<file path="config.mk">
export PLATFORM = sky130hd
export DESIGN_NAME = daq_crc_check_flat
export DESIGN_NICKNAME = d
export VERILOG_FILES = /design/src/rtl/daq_pkg.sv /design/src/rtl/daq_crc_check_if.sv /design/src/rtl/daq_crc_core.sv /design/src/rtl/daq_crc_check.sv /design/src/flat_wrapper.sv
export SDC_FILE = /design/constraint.sdc
export NUM_CORES = 1
export LEC_CHECK = 0
export CAP_MARGIN = 5
export CORE_MARGIN = 2
export CORE_UTILIZATION = 48
export CTS_BUF_LIST = sky130_fd_sc_hd__clkbuf_4 sky130_fd_sc_hd__clkbuf_8 sky130_fd_sc_hd__clkbuf_16
export CTS_CLUSTER_DIAMETER = 200
export DETAILED_ROUTE_END_ITERATION = 12
export GPL_TIMING_DRIVEN = 1
export PLACE_DENSITY = 0.76
export SLEW_MARGIN = 40
export SYNTH_ARGS = -nofsm -noshare
export SYNTH_HDL_FRONTEND = slang
export SYNTH_SLANG_ARGS = --single-unit
</file>
<file path="constraint.sdc">
create_clock -name clk -period 2.02 [get_ports clk]
set_clock_uncertainty 0.1 [all_clocks]
set_input_delay 0.202 -clock clk [delete_from_list [all_inputs] [get_ports clk]]
set_output_delay 0.202 -clock clk [all_outputs]
set_load 0.05 [all_outputs]
</file>
<file path="src/rtl/daq_pkg.sv">
// Shared DAQ definitions: word width, CRC defaults, checker state encoding and
// the per-word CRC step used by both the transmit generator and this checker.
package daq_pkg;

  localparam int unsigned DAQ_W  = 16;
  localparam int unsigned WCNT_W = 11;

  localparam logic [DAQ_W-1:0] CRC_POLY_DEF = 16'h1021;
  localparam logic [DAQ_W-1:0] CRC_INIT_DEF = 16'hFFFF;

  typedef enum logic {
    IDLE,
    ACCUM
  } daq_state_e;

  // Word-wide fold: 16 serial MSB-first steps of (crc ^ d); no reflection, no final XOR.
  function automatic logic [DAQ_W-1:0] crc16_step(input logic [DAQ_W-1:0] crc,
                                                  input logic [DAQ_W-1:0] d,
                                                  input logic [DAQ_W-1:0] poly);
    logic [DAQ_W-1:0] c;
    c = crc ^ d;
    for (int unsigned i = 0; i < DAQ_W; i++) begin
      c = c[DAQ_W-1] ? ((c << 1) ^ poly) : (c << 1);
    end
    return c;
  endfunction

endpackage

</file>
<file path="src/rtl/daq_crc_check_if.sv">
// DAQ receive word stream: data word plus its valid, start-of-frame and
// CRC-word qualifiers.
interface daq_crc_check_if;
  import daq_pkg::*;

  logic [DAQ_W-1:0] d;
  logic             d_valid;
  logic             sof;
  logic             crc_word;

  modport master (output d, d_valid, sof, crc_word);
  modport slave  (input  d, d_valid, sof, crc_word);
endinterface

</file>
<file path="src/rtl/daq_crc_core.sv">
// Registered CRC accumulator: init_i reloads INIT, calc_i folds d_i in;
// both together start a new frame with d_i as its first word.
module daq_crc_core
  import daq_pkg::*;
#(
  parameter logic [DAQ_W-1:0] POLY = CRC_POLY_DEF,
  parameter logic [DAQ_W-1:0] INIT = CRC_INIT_DEF
) (
  input  logic             clk,
  input  logic             reset,
  input  logic             init_i,
  input  logic             calc_i,
  input  logic [DAQ_W-1:0] d_i,
  output logic [DAQ_W-1:0] crc_o
);

  logic [DAQ_W-1:0] crc_q, crc_d, base;

  always_comb begin
    base  = init_i ? INIT : crc_q;
    crc_d = crc_q;
    if (calc_i) begin
      crc_d = crc16_step(base, d_i, POLY);
    end else if (init_i) begin
      crc_d = INIT;
    end
  end

  always_ff @(posedge clk) begin
    if (reset) begin
      crc_q <= INIT;
    end else begin
      crc_q <= crc_d;
    end
  end

  assign crc_o = crc_q;

endmodule

</file>
<file path="src/rtl/daq_crc_check.sv">
// Receive-side DAQ CRC checker: per-frame verdict, length and saturating error count.
// Define DAQ_CRC_STATS_EN to add frame_cnt and last_bad_len outputs.
module daq_crc_check
  import daq_pkg::*;
#(
  parameter logic [DAQ_W-1:0] CRC_POLY  = CRC_POLY_DEF,
  parameter logic [DAQ_W-1:0] CRC_INIT  = CRC_INIT_DEF,
  parameter int unsigned      MAX_WORDS = 1024,
  parameter int unsigned      CNT_W     = 16
) (
  input  logic              clk,
  input  logic              reset,
  daq_crc_check_if.slave    rx,
  input  logic              clr_cnt,
  output logic              frame_done,
  output logic              crc_ok,
  output logic              crc_err,
  output logic [DAQ_W-1:0]  calc_crc,
  output logic [DAQ_W-1:0]  rx_crc,
  output logic [WCNT_W-1:0] word_cnt,
  output logic [CNT_W-1:0]  err_cnt
`ifdef DAQ_CRC_STATS_EN
  ,
  output logic [CNT_W-1:0]  frame_cnt,
  output logic [10:0]       last_bad_len
`endif
);

  localparam logic [WCNT_W-1:0] MAX_CNT = WCNT_W'(MAX_WORDS);

  daq_state_e        state_q, state_d;
  logic [WCNT_W-1:0] cnt_q, cnt_d, wcnt_q, wcnt_d;
  logic              done_q, done_d, ok_q, ok_d, err_q, err_d;
  logic [DAQ_W-1:0]  calc_q, calc_d, rxc_q, rxc_d, crc;
  logic [CNT_W-1:0]  errc_q, errc_d;
  logic              core_init, core_calc;

  daq_crc_core #(
    .POLY (CRC_POLY),
    .INIT (CRC_INIT)
  ) u_core (
    .clk    (clk),
    .reset  (reset),
    .init_i (core_init),
    .calc_i (core_calc),
    .d_i    (rx.d),
    .crc_o  (crc)
  );

  always_comb begin
    state_d   = state_q;
    cnt_d     = cnt_q;
    wcnt_d    = wcnt_q;
    calc_d    = calc_q;
    rxc_d     = rxc_q;
    done_d    = 1'b0;
    ok_d      = 1'b0;
    err_d     = 1'b0;
    core_init = 1'b0;
    core_calc = 1'b0;
    unique case (state_q)
      IDLE: begin
        if (rx.d_valid && rx.sof) begin
          core_init = 1'b1;
          core_calc = 1'b1;
          cnt_d     = WCNT_W'(1);
          state_d   = ACCUM;
        end
      end
      ACCUM: begin
        if (rx.d_valid) begin
          // sof wins over crc_word: the truncated frame fails and this word opens the next one.
          if (rx.sof) begin
            done_d    = 1'b1;
            err_d     = 1'b1;
            wcnt_d    = cnt_q;
            calc_d    = crc;
            core_init = 1'b1;
            core_calc = 1'b1;
            cnt_d     = WCNT_W'(1);
          end else if (rx.crc_word) begin
            done_d  = 1'b1;
            ok_d    = (crc == rx.d);
            err_d   = (crc != rx.d);
            wcnt_d  = cnt_q;
            calc_d  = crc;
            rxc_d   = rx.d;
            state_d = IDLE;
          end else if (cnt_q == MAX_CNT) begin
            done_d  = 1'b1;
            err_d   = 1'b1;
            wcnt_d  = cnt_q;
            calc_d  = crc;
            state_d = IDLE;
          end else begin
            core_calc = 1'b1;
            cnt_d     = cnt_q + WCNT_W'(1);
          end
        end
      end
      default: state_d = IDLE;
    endcase
  end

  always_comb begin
    errc_d = errc_q;
    if (clr_cnt) begin
      errc_d = '0;
    end else if (err_d && (errc_q != '1)) begin
      errc_d = errc_q + 1'b1;
    end
  end

  always_ff @(posedge clk) begin
    if (reset) begin
      state_q <= IDLE;
      cnt_q   <= '0;
      wcnt_q  <= '0;
      calc_q  <= '0;
      rxc_q   <= '0;
      done_q  <= 1'b0;
      ok_q    <= 1'b0;
      err_q   <= 1'b0;
      errc_q  <= '0;
    end else begin
      state_q <= state_d;
      cnt_q   <= cnt_d;
      wcnt_q  <= wcnt_d;
      calc_q  <= calc_d;
      rxc_q   <= rxc_d;
      done_q  <= done_d;
      ok_q    <= ok_d;
      err_q   <= err_d;
      errc_q  <= errc_d;
    end
  end

  assign frame_done = done_q;
  assign crc_ok     = ok_q;
  assign crc_err    = err_q;
  assign calc_crc   = calc_q;
  assign rx_crc     = rxc_q;
  assign word_cnt   = wcnt_q;
  assign err_cnt    = errc_q;

`ifdef DAQ_CRC_STATS_EN
  logic [CNT_W-1:0] fcnt_q, fcnt_d;
  logic [10:0]      badlen_q, badlen_d;

  always_comb begin
    fcnt_d   = fcnt_q;
    badlen_d = badlen_q;
    if (clr_cnt) begin
      fcnt_d = '0;
    end else if (done_d && (fcnt_q != '1)) begin
      fcnt_d = fcnt_q + 1'b1;
    end
    if (done_d && err_d) begin
      badlen_d = wcnt_d;
    end
  end

  always_ff @(posedge clk) begin
    if (reset) begin
      fcnt_q   <= '0;
      badlen_q <= '0;
    end else begin
      fcnt_q   <= fcnt_d;
      badlen_q <= badlen_d;
    end
  end

  assign frame_cnt    = fcnt_q;
  assign last_bad_len = badlen_q;
`endif

endmodule

</file>
<file path="src/flat_wrapper.sv">
// flat-port wrapper written by rule: the top's interface ports become plain ports
module daq_crc_check_flat import daq_pkg::*;
#(
  parameter logic [DAQ_W-1:0] CRC_POLY  = CRC_POLY_DEF,
  parameter logic [DAQ_W-1:0] CRC_INIT  = CRC_INIT_DEF,
  parameter int unsigned      MAX_WORDS = 1024,
  parameter int unsigned      CNT_W     = 16
)
  (clk, reset, clr_cnt, frame_done, crc_ok, crc_err, calc_crc, rx_crc, word_cnt, err_cnt, rx_d, rx_d_valid, rx_sof, rx_crc_word);
  daq_crc_check_if rx_i ();
  input  logic clk;
  input  logic reset;
  input  logic clr_cnt;
  output logic frame_done;
  output logic crc_ok;
  output logic crc_err;
  output logic [DAQ_W-1:0] calc_crc;
  output logic [DAQ_W-1:0] rx_crc;
  output logic [WCNT_W-1:0] word_cnt;
  output logic [CNT_W-1:0] err_cnt;
  input wire logic [$bits(rx_i.d)-1:0] rx_d;
  input wire logic [$bits(rx_i.d_valid)-1:0] rx_d_valid;
  input wire logic [$bits(rx_i.sof)-1:0] rx_sof;
  input wire logic [$bits(rx_i.crc_word)-1:0] rx_crc_word;
  assign rx_i.d = rx_d;
  assign rx_i.d_valid = rx_d_valid;
  assign rx_i.sof = rx_sof;
  assign rx_i.crc_word = rx_crc_word;
  daq_crc_check #(.CRC_POLY(CRC_POLY), .CRC_INIT(CRC_INIT), .MAX_WORDS(MAX_WORDS), .CNT_W(CNT_W)) u_core (.clk(clk), .reset(reset), .rx(rx_i), .clr_cnt(clr_cnt), .frame_done(frame_done), .crc_ok(crc_ok), .crc_err(crc_err), .calc_crc(calc_crc), .rx_crc(rx_crc), .word_cnt(word_cnt), .err_cnt(err_cnt));
endmodule
</file>
* Word level (Yosys, flattened, before mapping)
Cells that the tools add are included.
Storage, ports and cells: bits in registers 90, input port bits 22, output and inout bits 62, logic and storage cells 98
Operators by class: add/subtract/negate cells 2, equal/unequal tests 8, muxes and demuxes 48, bitwise logic cells 21, reduce and logical (&&, ||, !) cells 9
Operators by type and width (count):
- 13-bit two-way mux | 16
- 11-bit two-way mux | 8
- 16-bit two-way mux | 5
- 3-bit inverter | 16
- 11-bit one-hot mux with 2 select lines | 1
- 16-bit by 1-bit adder with 16-bit output, second input constant | 1
- 16-bit equality test | 1
- 16-bit inequality test | 1
- 16-bit inequality test, second input constant | 1
- 16-bit XOR | 1
- 1-bit two-way mux | 15
- 11-bit by 1-bit adder with 11-bit output, second input constant | 1
- 11-bit equality test, second input constant | 1
- 4-bit AND reduction | 2
- 3-bit inequality test, second input constant | 2
- 1-bit one-hot mux with 2 select lines | 3
- 5-bit OR reduction | 1
- 2-bit inequality test, second input constant | 2
- 1-bit inverter | 4
- 3-bit AND reduction | 1
- 3-bit nonzero test | 1
- 3-bit OR reduction | 1
- 1-bit logical AND | 2
- 2-bit OR reduction | 1

* Logic depth before layout (Yosys ltp)
Gate-level depths: netlist of run 1.
depth after elaboration 38, depth in mapped cells 10, mapped depth without buffers 8

* Hierarchy
Synthesis of run 1 repeated with hierarchy kept, for this count alone.
Second synthesis, totals: cells, all modules 547, area, all modules 4605.7 µm²
Modules (own cells, without submodules):
- daq_crc_check | instances 1, cells each 397, area each 3193.1 µm², seq. area each 1481.4 µm²
- daq_crc_core | instances 1, cells each 150, area each 1412.6 µm², seq. area each 320.3 µm²

* Worst setup path after synthesis of run 1
OpenSTA, ideal clock, no wires.
kind register to register, from register u_core.errc_q[0], in the netlist u_core.err_cnt[0], to register u_core.errc_q[11], in the netlist u_core.err_cnt[11], setup time 0.070 ns, data arrival time 2.125 ns, required time 1.850 ns, path slack -0.275 ns, cell stages (with the launch flop) 9, path buffers 1, period minus slack after synthesis 2.295 ns, path through dfxtp_1 -> ha_1 -> and4_1 -> nand4_1 -> nand4_4 -> a21o_1 -> buf_6 -> or4_1 -> a21oi_1
On the way: cells in the longest elaborated chain, start to end 2, elaborated cells on any way between the ends 3, classes of those cells add/sub: 1; eq/ne: 1; reduce/logical: 1
Ends and longest elaborated chain:
- start, declared | line daq_crc_check.sv:35 | logic [CNT_W-1:0] errc_q, errc_d;
- start signal, assigned | line daq_crc_check.sv:134 | errc_q <= errc_d;
- parallel branches: the longest is 2 deep, another holds 16-bit by 1-bit adder with 16-bit output
Several ways; the timed one is not identified. A chain may end at the register's enable or synchronous reset.

* Worst setup path in the final report of run 1
from register u_core.cnt_q[2], to register u_core.wcnt_q[3], in the netlist u_core.word_cnt[3]
On the way: cells in the longest elaborated chain, start to end 3
Ends and longest elaborated chain:
- start, declared | line daq_crc_check.sv:32 | logic [WCNT_W-1:0] cnt_q, cnt_d, wcnt_q, wcnt_d;
- start signal, assigned | line daq_crc_check.sv:127 | cnt_q <= cnt_d;
- 11-bit equality test | line daq_crc_check.sv:89 | end else if (cnt_q == MAX_CNT) begin
- 3-bit nonzero test (no source line)
- 3-bit AND reduction (no source line)
- end signal, assigned | line daq_crc_check.sv:128 | wcnt_q <= wcnt_d;
- end, declared | line daq_crc_check.sv:32
Every way passes these cells.

==> flow_summary_export.csv, run 1 <==
group,metric,value,unit
floorplanning,ios,84,
min_path,hp-class,"in -> reg",
finish,nets,741,
pwr,leakage,2.70,nW
finish,area_growth,51.2,%
pwr,pwr-share-clk,18.9,%
floorplanning,fp.dieH,102,um
detailed_routing,dr_total_vias,4728,
timing,post-route-period-util,113,%
clock_tree,cts.sinks,90,
setup_path,crit_required,2210,ps
pwr,swShare,34.8,%
clock_tree,cts_tree,"built",
logic_synthesis,synth_edf_count,0,
timing,fin_tns_setup,-5810,ps
clock_tree,clkTransAtPathRegs,100,ps
placed_design,port_buffers,83,
logic_synthesis,synth_top_cell_area_share,39.0,%
logic_synthesis,syn_area,4620,um2
floorplanning,coreArea,9280,um2
timing,fin_ws,-268,ps
global_route,grt_start_max_net_pins,71,
setup_path,cp-start-kind,"flip-flop",
logic_synthesis,yosysSeqAreaShare,39.0,%
logic_synthesis,synthesis.nets,573,
setup_path,cpMostUsedCell,"buf_4",
logic_synthesis,synth-seq-cells,90,
logic_synthesis,synth_cell_types,46,
global_route,grt_usage,25.8,%
global_route,grtUsageMet3,3.15,%
floorplanning,start_util,49.8,%
finish,final_util,75.3,%
floorplanning,die_area,10400,um2
outcome,violations,"setup timing",
placed_design,placed_cells,813,
timing,drv_slew,0,
timing,hold_slack,55.9,ps
placed_design,place.gp.congestion,0.954,
clock_tree,cts_buffer_depth,2,
global_route,gr-total-overflow,0,
pwr,seqPwrFrac,31.8,%
timing,hold_viol,0,
pwr,p_comb_share,49.2,%
setup_path,arrival,2480,ps
setup_path,criticalPathCategory,"reg -> reg",
job,cap_violations,0,
setup_path,r2r_end,"u_core.word_cnt[3]",
timing,rsz0062_at_grt,"true",
global_route,grtUsageMet1,36.2,%
detailed_routing,drt_iter0_markers,288,
min_path,min_path_cells,4,
logic_synthesis,ys.warnings.count,0,
clock_tree,clock-root-buffer,"clkbuf_8",
min_path,holdPathEnd,"u_core.err_cnt[7]",
placed_design,place_hpwl,9410,um
pwr,powerDensity,979,nW/um2
finish,drive_gt1_share,34.1,%
global_route,use_met2,41.5,%
setup_path,cp_cell_sequence,"nor4b_2 > buf_4 > a311o_2 > buf_4 > buf_6 > nor2b_4 > buf_4 > buf_6 > nand2_1 > a21oi_1",
global_route,grt_pass1_wl,21000,um
floorplanning,die-width,102,um
setup_path,crit_start,"u_core.cnt_q[2]",
timing,layout_min_cycle_time,2290,ps
pwr,p_int,4.46,mW
logic_synthesis,avgSynthCellArea,8.43,um2
setup_path,critPathMaxStageDelay,360,ps
pwr,power_switching,2.38,mW
setup_path,worstReg2RegStart,"u_core.cnt_q[2]",
logic_synthesis,synth_area_leaders,"dfxtp_1 (39%), nand2_1 (8.7%), a21oi_1 (8.2%)",
timing,slew_headroom,66.1,%
timing,fmax,437,MHz
outcome,outcome,"complete, but fails checks",
finish,stdcell_count,850,
detailed_routing,wirelength,15300,um
clock_tree,hold_buffers,0,
setup_path,slowest_stage,"nor4b_2",
clock_tree,insertion_delay,370,ps
global_route,grt_antenna_before_repair,0,
logic_synthesis,synthCells,548,
detailed_routing,vias_per_cell,5.56,
min_path,min_from,"reset",
logic_synthesis,postSynth.asyncResetShare,0,%
detailed_routing,antenna_left,0,
clock_tree,cts_made_buffers,9,
timing,tightest_slew,507,ps
floorplanning,rows,35,
global_route,grt.busiest_layer,"met2",
finish,antennaDiodeCount,0,
setup_path,ff2ff_path_depth,10,
timing,finalSetupViolations,55,
detailed_routing,dr.pass1.iters,5,
finish,fill_cells,605,
detailed_routing,remaining_drc_errors,0,
clock_tree,h-tree-depth,3,
setup_path,critical_path_peak_fanout,5,
pwr,vdd_drop_max,643,uV
logic_synthesis,yosysTopAreaCell,"dfxtp_1",
setup_path,cp-end-kind,"flip-flop",
placed_design,pre_cts_ws,-512,ps
global_route,grt_pass1_vias,4236,
detailed_routing,wl_per_cell,18.0,um
setup_path,reg2reg_slack,-270,ps
logic_synthesis,synth_top_flop_cell,"dfxtp_1",
[cells by family (layout without fill, tap and decap cells)]
kind of cell / after synthesis / count (layout) / synth area share, %
AOI/OAI and AO/OA: 118 / 118 / 14.4
xor gates and xnor gates: 76 / 76 / 18.7
adders and majority gates: 3 / 3 / 0.812
buffers and inverters: 50 / 223 / 4.60
DFF: 90 / 90 / 39.0
muxes: 1 / 1 / 0.217
and+or+nand+nor: 210 / 210 / 22.3
[flip-flops by register name, summed over array words and instances, names as in the netlist]
signal and count:
u_core.err_cnt 16, u_core.cnt_q 11, u_core.crc_err 1, u_core.u_core.crc_o 16
u_core.rx_crc 16, u_core.calc_crc 16, u_core.word_cnt 11, u_core.crc_ok 1
u_core.frame_done 1, u_core.state_q 1
[worst max path at each step]
stage	endpoint	slack, ps	cells after the start
finish	u_core.word_cnt[3]	-270	10
global route	u_core.word_cnt[3]	-330	11
CTS	u_core.err_cnt[15]	-110	8
detailed placement	u_core.u_core.crc_o[15]	-510	7
global placement	u_core.u_core.crc_o[15]	-410	7
floorplan	u_core.err_cnt[11]	-20	7
[through the flow]
step           power [mW]  area, um2
3_3_place_gp         4.99       6180
2_1_floorplan        4.01       4660
4_1_cts              6.48       6590
6_report             6.84       6990
5_1_grt              7.09       6990
3_5_place_dp         5.05       6180
[critical path: cells and delay by family, from the launching register on]
| family | cells | cell delay [ps] |
|---|---|---|
| DFF | 1 | 340 |
| and+or+nand+nor | 3 | 680 |
| AOI/OAI and AO/OA | 2 | 390 |
| buffers and inverters | 5 | 700 |
[routing by layer]
layer | vias up | wire length [um]
li1 | 2205 | -
met1 | 2293 | 6380
met2 | 197 | 7610
met3 | 33 | 1000
met4 | 0 | 317
met5 | - | 0
[Yosys cell counts (4+ instances only)]
cell and number:
and4_1 5, nand2_1 107, xnor3_1 8, xnor2_1 35
nand3_1 9, dfxtp_1 90, nand4_1 6, or4_1 10
o211ai_1 4, o21ai_0 14, nand3b_1 4, nor2b_1 6
buf_2 9, nor3_1 8, or2_2 5, clkbuf_1 26
xor3_1 4, inv_1 9, xor2_1 26, nor4_1 4
o31ai_1 11, a211oi_1 6, a21oi_1 76, nor2_1 27
and3_1 9
[layout make-up]
class                      instances  area (um2)  area share (%)
inverter                           9        33.8           0.484
multi-input combinational        408        2980            42.7
clock inverter                     5        61.3           0.878
tap                              129         161            2.31
timing repair buffer             198        1750            25.1
sequential                        90        1850            26.5
clock buffer                      11         145            2.08
[layout by cell type (no fill, tap or decap), drive strengths merged, types with 2 or more instances in the layout]
cell type,count
buf,116
nand2,107
dfxtp,90
a21oi,76
clkdlybuf4s50,74
xnor2,35
nor2,29
xor2,28
o21ai,14
o31ai,11
clkbuf,11
inv,10
or4,10
and3,9
xnor3,9
nand3,9
nor3,8
nand4,7
nor2b,6
a211oi,6
dlygate4sd2,5
or2,5
and4,5
o211ai,4
nand3b,4
nor4,4
xor3,4
dlymetal6s2s,3
nand2b,3
clkinv,3
ha,3
a31oi,2
nor4b,2
[power groups by stage]
stage                     clock, mW  combinational [mW]  sequential [mW]
final                          1.29                3.37             2.18
after global placement            0                2.84             2.15
after detailed placement          0                2.90             2.15
after floorplan                   0                1.90             2.11
after CTS                      1.30                3.06             2.13
after global routing           1.36                3.55             2.18
[repair_timing]
item	CTS	global route
pin swaps	13	28
setup buffers	7	11
gates cloned	0	4
endpoints found under the setup margin	39	61
resized for setup	46	79
No activity file was read; power rests on OpenSTA's default activity.
==> inputs of run 2 (changes only) <==
--- a/config.mk
+++ b/config.mk
@@ -11,6 +11,7 @@
 export CTS_BUF_LIST = sky130_fd_sc_hd__clkbuf_4 sky130_fd_sc_hd__clkbuf_8 sky130_fd_sc_hd__clkbuf_16
 export CTS_CLUSTER_DIAMETER = 200
 export DETAILED_ROUTE_END_ITERATION = 12
+export GPL_ROUTABILITY_DRIVEN = 0
 export GPL_TIMING_DRIVEN = 1
 export PLACE_DENSITY = 0.76
 export SLEW_MARGIN = 40
==> run 2 against run 1 <==
Net effect:
- the run still ends with setup timing left
- flip-flop and latch count did not move
- first-iteration DRC count fell by 8.3%
- global-route usage decreased by 0.46 points
- worst hold slack improved by 73 ps
- critical path depth is 2 lower
- clock power is 3% lower
- combinational power about the same
- die area unchanged
- wire length decreased by 7.5%
==> flow_summary_export.csv, run 2 (same netlist as run 1, synthesis figures left out) <==
group,metric,value,unit
detailed_routing,antenna_left,0,
clock_tree,insertion_delay,360,ps
pwr,vdd_drop_max,604,uV
setup_path,crit_required,2210,ps
outcome,outcome,"complete, but fails checks",
finish,stdcell_count,846,
clock_tree,h-tree-depth,3,
timing,fmax,465,MHz
global_route,grt_pass1_vias,4288,
floorplanning,die_area,10400,um2
min_path,hp-class,"in -> reg",
setup_path,cp-end-kind,"flip-flop",
finish,final_util,73.3,%
pwr,p_comb_share,49.8,%
timing,fin_tns_setup,-1490,ps
detailed_routing,vias_per_cell,5.49,
timing,slew_headroom,66.0,%
timing,finalSetupViolations,23,
timing,rsz0062_at_grt,"true",
timing,post-route-period-util,106,%
clock_tree,hold_buffers,0,
pwr,power_switching,2.31,mW
global_route,gr-total-overflow,0,
placed_design,pre_cts_ws,-496,ps
detailed_routing,dr_total_vias,4643,
min_path,min_path_cells,3,
timing,tightest_slew,508,ps
placed_design,place_area,6160,um2
pwr,seqPwrFrac,31.7,%
placed_design,place_hpwl,9380,um
detailed_routing,drt_iter0_markers,264,
floorplanning,die-width,102,um
clock_tree,clkTransAtPathRegs,90,ps
clock_tree,cts.sinks,90,
global_route,grt_start_max_net_pins,28,
finish,nets,738,
floorplanning,start_util,49.8,%
finish,antennaDiodeCount,0,
timing,drv_slew,0,
detailed_routing,wirelength,14200,um
pwr,finalPower,6.75,mW
detailed_routing,dr.pass1.iters,5,
outcome,violations,"setup timing",
job,cap_violations,0,
setup_path,worstReg2RegStart,"u_core.cnt_q[0]",
setup_path,worstSetupEndpoint,"u_core.err_cnt[14]",
finish,final_common_cell,"nand2_1",
setup_path,slowest_stage,"or4_4",
finish,layout_common_cells,"nand2_1 (105), buf_4 (102), clkdlybuf4s50_1 (75)",
detailed_routing,remaining_drc_errors,0,
floorplanning,ios,84,
pwr,pwr-share-clk,18.5,%
detailed_routing,wl_per_cell,16.7,um
pwr,swShare,34.3,%
finish,drive_gt1_share,28.5,%
timing,hold_slack,129,ps
setup_path,critPathMaxStageDelay,510,ps
clock_tree,cts_buffer_depth,2,
finish,fin_area,6810,um2
setup_path,reg2reg_slack,-130,ps
clock_tree,cts_tree,"built",
clock_tree,clock-root-buffer,"clkbuf_8",
pwr,leakage,2.63,nW
setup_path,critical_path_peak_fanout,5,
floorplanning,coreArea,9280,um2
placed_design,port_buffers,83,
global_route,grt_antenna_before_repair,0,
setup_path,r2r_end,"u_core.err_cnt[14]",
timing,fin_ws,-129,ps
setup_path,cp-start-kind,"flip-flop",
timing,layout_min_cycle_time,2150,ps
placed_design,placed_cells,811,
setup_path,cp_cell_sequence,"inv_2 > ha_4 > nor4b_4 > a311o_2 > nand4_4 > buf_6 > or4_4 > a21oi_2",
setup_path,arrival,2340,ps
setup_path,criticalPathCategory,"reg -> reg",
timing,hold_viol,0,
floorplanning,fp.dieH,102,um
setup_path,crit_start,"u_core.cnt_q[0]",
global_route,grt_usage,25.3,%
clock_tree,cts_made_buffers,9,
global_route,grt_pass1_wl,20700,um
pwr,powerDensity,991,nW/um2
finish,area_growth,47.3,%
floorplanning,rows,35,
pwr,p_int,4.43,mW
setup_path,ff2ff_path_depth,8,
[run 2: worst min-delay path by stage]
stage / slack, ps / from / endpoint
6_report: 130 / rx_d[15] / u_core.rx_crc[15]
2_1_floorplan: 240 / rx_d[0] / u_core.rx_crc[0]
4_1_cts: 160 / reset / u_core.state_q
5_1_grt: 160 / rx_d[15] / u_core.rx_crc[15]
3_3_place_gp: 340 / u_core.rx_crc[6] / u_core.rx_crc[6]
3_5_place_dp: 350 / u_core.rx_crc[3] / u_core.rx_crc[3]
[run 2: final cells by class]
cell class | count | area (um2)
clock buffer | 11 | 145
multi-input combinational | 410 | 2870
tap | 129 | 161
timing repair buffer | 193 | 1700
clock inverter | 4 | 52.6
inverter | 9 | 33.8
sequential | 90 | 1850
fill | 666 | 2480
[run 2: timing repair]
| action | CTS | global route |
|---|---|---|
| resized for setup | 34 | 41 |
| pin swaps | 18 | 18 |
| buffers inserted | 9 | 8 |
| cloned | 1 | 2 |
| endpoints found under the setup margin | 33 | 60 |
[run 2: routing by layer]
layer | GRT usage, % | vias up | share of wire [%] | routed length [um]
met1 | 34.6 | 2210 | 43 | 6060
met2 | 41.8 | 200 | 48 | 6810
met3 | 3.15 | 27 | 6.9 | 983
met5 | 0 | - | 0 | 0
met4 | 8.51 | 0 | 2.1 | 298
li1 | - | 2206 | - | -
[run 2: critical path, delay by kind of cell (launching register included)]
family / cells / cell delay (ps)
AND/OR/NAND/NOR: 3 / 880
AO/OA/AOI/OAI: 2 / 410
adder cells (fa/ha/maj): 1 / 130
buffers and inverters: 2 / 220
flip-flops: 1 / 340
[run 2: power groups by stage]
stage / logic, mW / clock network [mW] / registers, mW
5_1_grt: 3.55 / 1.31 / 2.14
4_1_cts: 3.09 / 1.25 / 2.10
2_1_floorplan: 1.90 / 0 / 2.11
3_3_place_gp: 2.80 / 0 / 2.15
3_5_place_dp: 2.88 / 0 / 2.15
6_report: 3.36 / 1.25 / 2.14
==> inputs of run 3 (changes only) <==
--- a/config.mk
+++ b/config.mk
@@ -13,7 +13,7 @@
 export DETAILED_ROUTE_END_ITERATION = 12
 export GPL_ROUTABILITY_DRIVEN = 0
 export GPL_TIMING_DRIVEN = 1
-export PLACE_DENSITY = 0.76
+export PLACE_DENSITY_LB_ADDON = 0.25
 export SLEW_MARGIN = 40
 export SYNTH_ARGS = -nofsm -noshare
 export SYNTH_HDL_FRONTEND = slang
==> run 3 against run 2 <==
Net effect:
- the run still ends with setup timing left
- worst hold slack worse by 98 ps
- worst setup slack worse by 110 ps
- sequential share of layout area down 1.1 points
- critical path depth up 3
- global-route usage up 1.3 points
- first-iteration DRC count up 16%
- sequential power about the same
- die area unchanged
- cell area up 4.6%
==> flow_summary_export.csv, run 3 (same netlist as run 1, synthesis figures left out) <==
group,metric,value,unit
timing,layout_min_cycle_time,2260,ps
global_route,grt_pass1_wl,21700,um
finish,layout_common_cells,"buf_4 (96), nand2_1 (95), clkdlybuf4s50_1 (73)",
timing,fin_ws,-240,ps
detailed_routing,remaining_drc_errors,0,
floorplanning,rows,35,
clock_tree,cts.sinks,90,
setup_path,critPathMaxStageDelay,350,ps
setup_path,crit_cells,11,
setup_path,slowest_stage,"dfxtp_2",
clock_tree,insertion_delay,370,ps
pwr,pwr-share-clk,19.1,%
placed_design,placed_cells,809,
detailed_routing,vias_per_cell,5.60,
clock_tree,cts_tree,"built",
clock_tree,h-tree-depth,3,
global_route,grt_usage,26.6,%
setup_path,worstSetupEndpoint,"u_core.calc_crc[8]",
setup_path,crit_start,"u_core.cnt_q[1]",
timing,finalSetupViolations,60,
clock_tree,clock-root-buffer,"clkbuf_8",
outcome,violations,"setup timing",
detailed_routing,wirelength,15200,um
pwr,p_int,4.54,mW
pwr,swShare,35.0,%
setup_path,crit_buf_inv,5,
setup_path,ff2ff_path_depth,11,
global_route,gr-total-overflow,0,
setup_path,crit_required,2210,ps
setup_path,cp_cell_sequence,"inv_2 > ha_4 > nor4b_4 > a311o_2 > buf_4 > buf_6 > buf_6 > nor2b_4 > clkbuf_16 > nand2_1 > a21oi_1",
detailed_routing,drt_iter0_markers,306,
finish,regArea,1860,um2
clock_tree,cts_buffer_depth,2,
floorplanning,coreArea,9280,um2
setup_path,cpMostUsedCell,"buf_6",
setup_path,cp_top_family,"simple AND/OR/NAND/NOR gates",
floorplanning,die-width,102,um
pwr,leakage,2.72,nW
pwr,power_switching,2.44,mW
setup_path,criticalPathCategory,"reg -> reg",
detailed_routing,dr.pass1.iters,5,
pwr,seqPwrFrac,31.1,%
detailed_routing,antenna_left,0,
timing,tightest_slew,557,ps
min_path,hp-class,"in -> reg",
pwr,vdd_drop_max,734,uV
floorplanning,ios,84,
detailed_routing,dr_total_vias,4768,
placed_design,port_buffers,83,
global_route,grt_antenna_before_repair,1,
global_route,grt_start_max_net_pins,31,
outcome,outcome,"complete, but fails checks",
finish,area_growth,54.1,%
clock_tree,hold_buffers,0,
floorplanning,fp.dieH,102,um
global_route,grt_pass1_vias,4370,
timing,slew_headroom,62.8,%
floorplanning,start_util,49.8,%
finish,multi_input_area,3040,um2
setup_path,r2r_end,"u_core.calc_crc[8]",
placed_design,place_hpwl,9480,um
timing,post-route-period-util,112,%
setup_path,critical_path_peak_fanout,8,
finish,stdcell_count,851,
setup_path,cp-start-kind,"flip-flop",
finish,fill_cells,621,
timing,hold_viol,0,
pwr,finalPower,6.98,mW
clock_tree,cts_made_buffers,9,
timing,rsz0062_at_grt,"true",
finish,drive_gt1_share,35.0,%
pwr,powerDensity,980,nW/um2
job,cap_violations,0,
detailed_routing,wl_per_cell,17.8,um
finish,final_common_cell,"buf_4",
setup_path,reg2reg_slack,-240,ps
timing,drv_slew,0,
clock_tree,clkTransAtPathRegs,100,ps
setup_path,cp-end-kind,"flip-flop",
setup_path,worstReg2RegStart,"u_core.cnt_q[1]",
timing,fmax,442,MHz
pwr,p_comb_share,49.8,%
setup_path,arrival,2450,ps
floorplanning,die_area,10400,um2
finish,nets,741,
-- run 3: final cells by class --
class	instances	area share, %
clock buffer	11	2.13
antenna	1	0.0351
timing repair buffer	196	25.5
sequential	90	26.1
inverter	9	0.474
clock inverter	5	0.843
tap	129	2.27
multi-input combinational	410	42.7
-- run 3: worst register-to-register path, cell delays in order (launching register included) --
cell and delay (ps):
dfxtp_2 350, inv_2 60, ha_4 110, nor4b_4 280, a311o_2 270, buf_4 120
buf_6 80, buf_6 90, nor2b_4 270, clkbuf_16 220, nand2_1 70, a21oi_1 150
-- run 3: how the worst min path moves through the flow --
stage,startpoint,to,cells past startpoint
final,rx_d[10],u_core.rx_crc[10],3
after global routing,rx_d[10],u_core.rx_crc[10],3
after CTS,reset,u_core.cnt_q[3],2
after detailed placement,u_core.calc_crc[1],u_core.calc_crc[1],2
after global placement,u_core.rx_crc[10],u_core.rx_crc[10],2
after floorplan,rx_d[0],u_core.rx_crc[0],2
-- run 3: timing repair --
item | 4_1_cts | 5_1_grt
resized for setup | 43 | 105
setup buffers | 9 | 9
gates cloned | 3 | 5
pin swaps | 12 | 58
setup endpoints to repair | 39 | 53
-- run 3: stage by stage --
| stage | hold WS, ps | setup WS [ps] | setup TNS [ps] | util, % | instance area, um2 |
|---|---|---|---|---|---|
| 4_1_cts | 176 | -138 | -1090 | 71.3 | 6620 |
| 3_3_place_gp | 343 | -438 | -13600 | 66.3 | 6160 |
| 2_1_floorplan | 238 | -15.3 | -15.3 | - | 4660 |
| 5_1_grt | 57.5 | -269 | -10220 | 76.7 | 7120 |
| 6_report | 30.6 | -240 | -7500 | 76.7 | 7120 |
| 3_5_place_dp | 349 | -609 | -14550 | 66.4 | 6160 |
-- run 3: per-layer routing --
metal,share of wire (%),up-vias,routed length (um),track usage [%]
met4,2.8,0,422,10.3
met2,48,240,7350,42.9
met1,42,2266,6320,36.2
met5,0,-,0,0
met3,7.2,44,1090,3.83
li1,-,2218,-,-
-- run 3: power groups by stage --
stage	Sequential, mW	Clock (mW)	Combinational, mW
after floorplan	2.11	0	1.90
after global placement	2.14	0	2.83
after detailed placement	2.14	0	2.91
after CTS	2.12	1.32	3.01
after global routing	2.18	1.40	3.68
final	2.17	1.33	3.48
